### src/rtl/bus_pkg.sv
// bus_pkg: shared state, owner codes and bus width defaults for the system memory port
package bus_pkg;
  localparam int BUS_ADDR_W = 16;
  localparam int BUS_DATA_W = 8;
  typedef enum logic [1:0] {IDLE, ISSUE, WAIT, DONE} state_t;
  typedef enum logic [1:0] {OWNER_NONE = 2'd0, OWNER_CPU = 2'd1, OWNER_VID = 2'd2} owner_t;
endpackage

### src/rtl/bus_fairness_counter.sv
// bus_fairness_counter: counts consecutive video grants taken while the CPU waits
module bus_fairness_counter #(
  parameter int MAX_VID_RUN = 4
) (
  input  logic sys_clk,
  input  logic reset_n,
  input  logic grant_vid,
  input  logic grant_cpu,
  input  logic cpu_pending,
  output logic force_cpu
);
  logic [3:0] run_cnt;
  always_ff @(posedge sys_clk)
    if (!reset_n || grant_cpu || (grant_vid && !cpu_pending)) run_cnt <= '0;
    else if (grant_vid && run_cnt != 4'(MAX_VID_RUN)) run_cnt <= run_cnt + 4'd1;
  assign force_cpu = run_cnt == 4'(MAX_VID_RUN);
endmodule

### src/rtl/bus_arbiter.sv
// bus_arbiter: shares the system memory port between the CPU and the video fetcher
module bus_arbiter
  import bus_pkg::*;
#(
  parameter int ADDR_W      = BUS_ADDR_W,
  parameter int DATA_W      = BUS_DATA_W,
  parameter int MEM_LATENCY = 1,
  parameter int MAX_VID_RUN = 4
) (
  input  logic              sys_clk,
  input  logic              reset_n,
  input  logic              cpu_req,
  input  logic              cpu_we,
  input  logic [ADDR_W-1:0] cpu_addr,
  input  logic [DATA_W-1:0] cpu_wr_data,
  output logic              cpu_ack,
  output logic [DATA_W-1:0] cpu_rd_data,
  input  logic              vid_req,
  input  logic [ADDR_W-1:0] vid_addr,
  output logic              vid_ack,
  output logic [DATA_W-1:0] vid_rd_data,
  output logic [ADDR_W-1:0] mem_addr,
  output logic              mem_we,
  output logic [DATA_W-1:0] mem_wr_data,
  input  logic [DATA_W-1:0] mem_rd_data,
  output logic [1:0]        bus_owner
);
  state_t     state;
  owner_t     owner;
  logic [1:0] lat_cnt;
  logic       force_cpu, grant_cpu, grant_vid;
  assign grant_cpu = state == IDLE && cpu_req && (!vid_req || force_cpu);
  assign grant_vid = state == IDLE && vid_req && !grant_cpu;
  assign bus_owner = owner;
  bus_fairness_counter #(.MAX_VID_RUN(MAX_VID_RUN)) u_fair (
    .sys_clk(sys_clk), .reset_n(reset_n), .grant_vid(grant_vid),
    .grant_cpu(grant_cpu), .cpu_pending(cpu_req), .force_cpu(force_cpu)
  );
  // mem_addr/mem_we double as the grant-time latch, so they are valid from ISSUE onward
  always_ff @(posedge sys_clk)
    if (!reset_n) begin
      state       <= IDLE;
      owner       <= OWNER_NONE;
      lat_cnt     <= '0;
      cpu_ack     <= 1'b0;
      vid_ack     <= 1'b0;
      mem_we      <= 1'b0;
      mem_addr    <= '0;
      mem_wr_data <= '0;
      cpu_rd_data <= '0;
      vid_rd_data <= '0;
    end else begin
      cpu_ack <= 1'b0;
      vid_ack <= 1'b0;
      mem_we  <= 1'b0;
      case (state)
        IDLE: if (grant_cpu || grant_vid) begin
          state    <= ISSUE;
          owner    <= grant_cpu ? OWNER_CPU : OWNER_VID;
          mem_addr <= grant_cpu ? cpu_addr : vid_addr;
          mem_we   <= grant_cpu && cpu_we;
          if (grant_cpu) mem_wr_data <= cpu_wr_data;
        end
        ISSUE: begin
          state   <= mem_we ? DONE : WAIT;
          cpu_ack <= mem_we;
          lat_cnt <= 2'(MEM_LATENCY - 1);
        end
        WAIT: if (lat_cnt == 2'd0) begin
          state   <= DONE;
          cpu_ack <= owner == OWNER_CPU;
          vid_ack <= owner == OWNER_VID;
          if (owner == OWNER_CPU) cpu_rd_data <= mem_rd_data;
          else vid_rd_data <= mem_rd_data;
        end else lat_cnt <= lat_cnt - 2'd1;
        DONE: begin
          state <= IDLE;
          owner <= OWNER_NONE;
        end
      endcase
    end
endmodule

### config.mk
export PLATFORM = sky130hd
export DESIGN_NAME = bus_arbiter
export DESIGN_NICKNAME = d
export VERILOG_FILES = /design/src/rtl/bus_pkg.sv /design/src/rtl/bus_fairness_counter.sv /design/src/rtl/bus_arbiter.sv
export SDC_FILE = /design/constraint.sdc
export NUM_CORES = 1
export LEC_CHECK = 0
export ABC_AREA = 1
export BUFFER_PORTS_ARGS = -buffer_cell sky130_fd_sc_hd__buf_2
export CAP_MARGIN = 20
export CORE_ASPECT_RATIO = 0.6
export CORE_MARGIN = 1.5
export CORE_UTILIZATION = 52
export CTS_CLUSTER_DIAMETER = 50
export DETAILED_ROUTE_END_ITERATION = 10
export GPL_TIMING_DRIVEN = 0
export PLACE_DENSITY = 0.86
export SYNTH_ARGS = -nofsm -noshare
export SYNTH_HDL_FRONTEND = slang
export SYNTH_HIERARCHICAL = 1
export SYNTH_SLANG_ARGS = --single-unit
### constraint.sdc
create_clock -name sys_clk -period 3.7 [get_ports sys_clk]
set_input_delay 0.925 -clock sys_clk [delete_from_list [all_inputs] [get_ports sys_clk]]
set_output_delay 0.925 -clock sys_clk [all_outputs]
set_load 0.1 [all_outputs]
## After elaboration in Yosys (flattened, before gate mapping)

Cells that the tools add are included.

- Register bits after elaboration: 53
- Word-level logic and storage cells: 64
- Input bits: 53

- $add $sub $neg: 2
- Bitwise logic cells: 1
- Reduce and logical (&&, ||, !) cells: 28
- Equal/unequal tests: 10
- Muxes and demuxes: 12

Operators with widths:

| kind | number |
|---|---|
| $mux 16 | 1 |
| $reduce_and 3->1 | 5 |
| $mux 2 | 5 |
| $pmux 2 s2 | 2 |
| $pmux 2 s4 | 1 |
| $reduce_and 2->1 | 4 |
| $logic_and 1x1->1 | 7 |
| $eq 2x2->1 const B | 3 |
| $add 4x1->4 const B | 1 |
| $eq 2x1->1 const B | 2 |
| $eq 4x3->1 const B | 1 |
| $logic_not 1->1 | 4 |
| $logic_not 2->1 | 2 |
| $logic_or 1x1->1 | 4 |
| $ne 2x2->1 const B | 2 |
| $ne 4x3->1 const B | 1 |
| $reduce_bool 2->1 | 2 |
| $mux 1 | 2 |
| $ne 2x1->1 const B | 1 |
| $pmux 1 s2 | 1 |
| $sub 2x1->2 const B | 1 |
| $not 1->1 | 1 |

## Logic depth before layout (Yosys ltp)

- Depth in word-level cells: 8
- Gate-level depth with buffers: 15
- Mapped depth without buffers: 14

## Cells and area by module

Netlist, hierarchy kept.

Modules (own cells, without submodules):

| module | area each (um2) | seq. area each (um2) | cells each | times used |
|---|---|---|---|---|
| bus_arbiter | 2,208.4 | 980.9 | 316 | 1 |
| bus_fairness_counter | 249.0 | 80.1 | 38 | 1 |

## Least setup slack after synthesis

No wires, ideal clock.

- Path type: input to register
- Start: in cpu_req
- End: reg u_fair.run_cnt[2]
- Required time: 3,584 ps
- Arrival time: 1,899 ps
- Stages on the path: 10
- Setup slack: 1,684 ps
- Cells stage by stage: nand2_2 inv_4 nand2_4 inv_2 buf_6 nor2_1 inv_1 o21ai_1 nor2_1 a21boi_1

- Longest elaborated chain between the ends: 6
- Elaborated cells on any way between the ends: 9
- Those cells by class: reduce/logical: 9

RTL lines:

| element | RTL line | RTL |
|---|---|---|
| start, declared | bus_arbiter.sv:12 | `input logic cpu_req,` |
| $logic_and 1x1->1 * (2 in a row) | bus_arbiter.sv:32 | `assign grant_cpu = state == IDLE && cpu_req && (!vid_req \|\| force_cpu);` |
| via grant_cpu | bus_arbiter.sv:31 | `logic force_cpu, grant_cpu, grant_vid;` |
| $logic_not 1->1 * | bus_arbiter.sv:33 | `assign grant_vid = state == IDLE && vid_req && !grant_cpu;` |
| $logic_and 1x1->1 * | bus_arbiter.sv:33 |  |
| via grant_vid | bus_arbiter.sv:31 |  |
| $logic_and 1x1->1 | bus_fairness_counter.sv:14 | `if (!reset_n \|\| grant_cpu \|\| (grant_vid && !cpu_pending)) run_cnt <= '0;` |
| $logic_or 1x1->1 | bus_fairness_counter.sv:14 |  |
| end signal, assigned | bus_fairness_counter.sv:15 | `else if (grant_vid && run_cnt != 4'(MAX_VID_RUN)) run_cnt <= run_cnt + 4'd1;` |
| end, declared | bus_fairness_counter.sv:12 | `logic [3:0] run_cnt;` |

Mark *: on every way through the listed nets, which the timed path passes. The rest lies on a longest branch.
A chain may end at the register's enable or synchronous reset.

## Worst setup path after layout

- Start: reg u_fair.run_cnt[0]
- End: reg u_fair.run_cnt[0]

- Longest elaborated chain between the ends: 7
- Elaborated cells on any way between the ends: 11
- Those cells by class: add/sub: 1; eq/ne: 2; reduce/logical: 8

RTL lines:

| element | RTL line | RTL |
|---|---|---|
| $eq 4x3->1 * | bus_fairness_counter.sv:16 | `assign force_cpu = run_cnt == 4'(MAX_VID_RUN);` |
| via force_cpu | bus_arbiter.sv:31 |  |
| $logic_or 1x1->1 * | bus_arbiter.sv:32 |  |
| $logic_and 1x1->1 * | bus_arbiter.sv:32 |  |
| via grant_cpu | bus_arbiter.sv:31 |  |
| $logic_not 1->1 * | bus_arbiter.sv:33 |  |
| $logic_and 1x1->1 * | bus_arbiter.sv:33 |  |
| via grant_vid | bus_arbiter.sv:31 |  |
| $logic_and 1x1->1 | bus_fairness_counter.sv:14 |  |
| $logic_or 1x1->1 | bus_fairness_counter.sv:14 |  |

Marks and branches as above.

==> flow_summary_export.csv <==
group,metric,value,unit
timing,max_freq,432.1,MHz
grt,grt_first_pass_wirelength,10480,µm
timing,tns,0,ns
timing,fin_worst_skew,0.008109,ns
grt,grt_pass1_vias,2398,
timing,worst_pin_slew,0.5003,ns
worst_setup_path,max_stage_delay,0.40,ns
worst_setup_path,crit_fanout,10,
timing,rsz0062_at_grt,"false",
worst_setup_path,reg2reg_setup_slack,1.39,ns
place,post-dp-hpwl,4852,µm
finish,drive_above_1_share,0.2745,
grt,grt_max_degree,19,
grt,track_usage,0.2527,
drt,drc_errors,0,
worst_hold_path,hold_path_depth,1,
grt,antenna_found_initial,0,
worst_setup_path,crit_path_end_kind,"register",
synthesis,synth.most_common_cell,"nor2_1",
drt,ant_nets,0,
timing,finalSetupViolations,0,
clock_network,clkTransAtPathRegs,0.10,ns
clock_network,post_cts_resized,0,
worst_setup_path,worst_path_most_repeated_cell,"inv_1",
floorplanning,rows,19,
clock_network,cts_setup_buffers,0,
worst_setup_path,worstPathCellList,"inv_1 > ha_1 > nand3_2 > inv_1 > inv_1 > nand2_2 > nand2_4 > inv_2 > buf_6 > nor2_1 > inv_1 > o21ai_1 > nor2_1 > o21ai_0 > nor2_1",
worst_setup_path,critPathArrivalTime,2.52,ns
place,place.gp.congestion,0.8677,
pwr,finalPower,2.737,mW
drt,vias_per_cell,4.935,
finish,area_delta_synth_final,26.83,%
drt,drtPass1Iterations,5,
synthesis,synth_edf_count,0,
synthesis,synth_area_leader_cell,"dfxtp_1",
clock_network,cts_buffer_depth,2,
worst_setup_path,r2r_end,"u_fair/run_cnt[0]",
synthesis,synth_ff_type,"dfxtp_1",
place,io_buffers,97,
clock_network,cts-root-buf,"clkbuf_8",
pwr,vdd_drop_max,0.5203,mV
finish,diodes,0,
synthesis,syn_inst,354,
clock_network,cts_sinks,53,
floorplanning,dieWidth,91.75,µm
floorplanning,start_util,0.5384,
clock_network,ctsHtreeMaxLevel,2,
finish,nets,519,
worst_setup_path,critPathBufInv,6,
worst_hold_path,hold_end,"lat_cnt[0]",
timing,period_needed,2.314,ns
synthesis,synth_area,2457,µm²
synthesis,yosys.area.top_type_share,0.4318,
pwr,powerDensity,878.1,nW/µm²
floorplanning,die_y,56.25,µm
worst_setup_path,r2r_start,"u_fair/run_cnt[0]",
drt,drt-total-wl,6409,µm
clock_network,cts_tree,"yes",
worst_setup_path,cp-start-kind,"register",
synthesis,syn-num-nets,415,
clock_network,insertion_delay,0.31,ns
worst_setup_path,ff2ff_path_depth,15,
worst_setup_path,cp_slowest_cell,"dfxtp_1",
synthesis,syn_avg_cell_area,6.942,µm²
timing,timing.final.crit_share,0.6255,
drt,wl_per_cell,12.28,µm
clock_network,cts_hold_buf,0,
flow_run,max_cap_viol_count,0,
clock_network,cts_buffers,5,
timing,slew_headroom,0.6688,
worst_setup_path,path_class,"register to register",
pwr,p_leak,1.773,nW
worst_setup_path,critPathTopFamily,"simple AND/OR/NAND/NOR gates",
floorplanning,dieArea,5161,µm²
synthesis,yosysWarnings,6,
worst_hold_path,hold_path.class,"register to register",
drt,vias,2576,
synthesis,async_flop_share,0,
synthesis,synth-seq-cells,53,
drt,drt_iter0_drc,116,
synthesis,synthTopCellsByArea,"dfxtp_1 43%, nor2_1 9.8%, nand2_1 8.9%, inv_1 8.6%, nand3_1 7.5%",
outcome,outcome,"complete, no violations",
floorplanning,core_area,4564,µm²
synthesis,netlist_top_cells_count,"64 x nor2_1, 58 x nand2_1, 56 x inv_1, 53 x dfxtp_1, 37 x nand3_1",
timing,drv_slew,0,
worst_setup_path,worstPathRequired,3.90,ns
timing,fin_hold_ws,0.4417,ns
synthesis,synth_cell_types,24,
timing,final_hold_viol_count,0,
worst_hold_path,min_from,"lat_cnt[0]",
floorplanning,top_level_ports,98,
synthesis,seq_area_frac_synth,0.4318,
grt,globalRouteOverflowTotal,0,
[metal layers]
metal,part of all wire,track usage
met3,0.076,0.04472
met1,0.45,0.3330
met5,0,0
met4,0.0036,0.05055
met2,0.47,0.4403
[how the worst max path moves through the flow]
stage,startpoint,to,slack (ns),depth (start not counted)
after floorplan,cpu_req,u_fair/run_cnt[2],1.68,10
after global placement,vid_req,u_fair/run_cnt[2],1.40,10
after detailed placement,vid_req,u_fair/run_cnt[0],1.35,11
after CTS,u_fair/run_cnt[0],u_fair/run_cnt[0],1.42,15
after global routing,u_fair/run_cnt[0],u_fair/run_cnt[0],1.21,15
final,u_fair/run_cnt[0],u_fair/run_cnt[0],1.39,15
[placed cells by master (no fill, tap or decap)]
cell type and instances:
nor3b_2 1, nand2_2 5, nand2_1 58, clkbuf_1 4
a21oi_1 5, o21ai_1 8, inv_4 1, nand3_1 37
nand3b_1 1, ha_1 8, a21boi_1 1, nor2_2 1
buf_2 101, dfxtp_1 53, nand2_4 1, buf_6 3
nand4_1 2, buf_4 2, o21ai_0 35, clkinvlp_4 2
nor4_1 1, inv_2 2, inv_1 56, clkbuf_8 5
nand3_2 1, inv_8 1, nor2_1 64
[worst register-to-register path, delay by kind of cell, from the launching register on]
| kind | cells | cell delay [ns] |
|---|---|---|
| fa+ha+maj | 1 | 0.21 |
| simple gates | 6 | 0.90 |
| buf+inv | 6 | 0.48 |
| compound gates | 2 | 0.24 |
| flops | 1 | 0.40 |
[through the flow]
stage          area [µm²]  setup WS [ns]  utilization  cells
2_1_floorplan        2457          1.684            -    354
3_3_place_gp         3022          1.398       0.6620    514
3_5_place_dp         3022          1.347       0.6620    514
4_1_cts              3117          1.416       0.6828    522
5_1_grt              3117          1.206       0.6828    522
6_report             3117          1.386       0.6828    522
[state kept, by name (all words and copies together), names as in the netlist]
signal and count:
mem_addr 16, cpu_rd_data 8, mem_wr_data 8, vid_rd_data 8, u_fair/run_cnt 4, bus_owner 2
lat_cnt 2, state 2, cpu_ack 1, mem_we 1, vid_ack 1
[power by group]
group | total [mW] | leakage (nW) | switching [mW] | internal, mW
clock network | 0.341 | 0.0423 | 0.203 | 0.138
logic | 1.61 | 1.30 | 1.31 | 0.301
registers | 0.784 | 0.435 | 0.0765 | 0.708
[cell families (layout without fill, tap and decap cells)]
kind of cell | count (synthesis) | after routing | synth area share
buf+inv | 72 | 177 | 0.1253
flops | 53 | 53 | 0.4318
fa+ha+maj | 8 | 8 | 0.04073
compound gates | 49 | 49 | 0.1008
simple gates | 172 | 172 | 0.3014
[area by class of cell]
type,instances,area [µm²]
Clock buffer,5,68.82
Buffer,13,83.83
Tap cell,63,78.83
Timing Repair Buffer,97,485.5
Multi-Input combinational cell,229,1089
Sequential cell,53,1061
Fill cell,411,1448
Inverter,59,224.0
Clock inverter,3,26.28
Power figures use the tool's default switching activity.
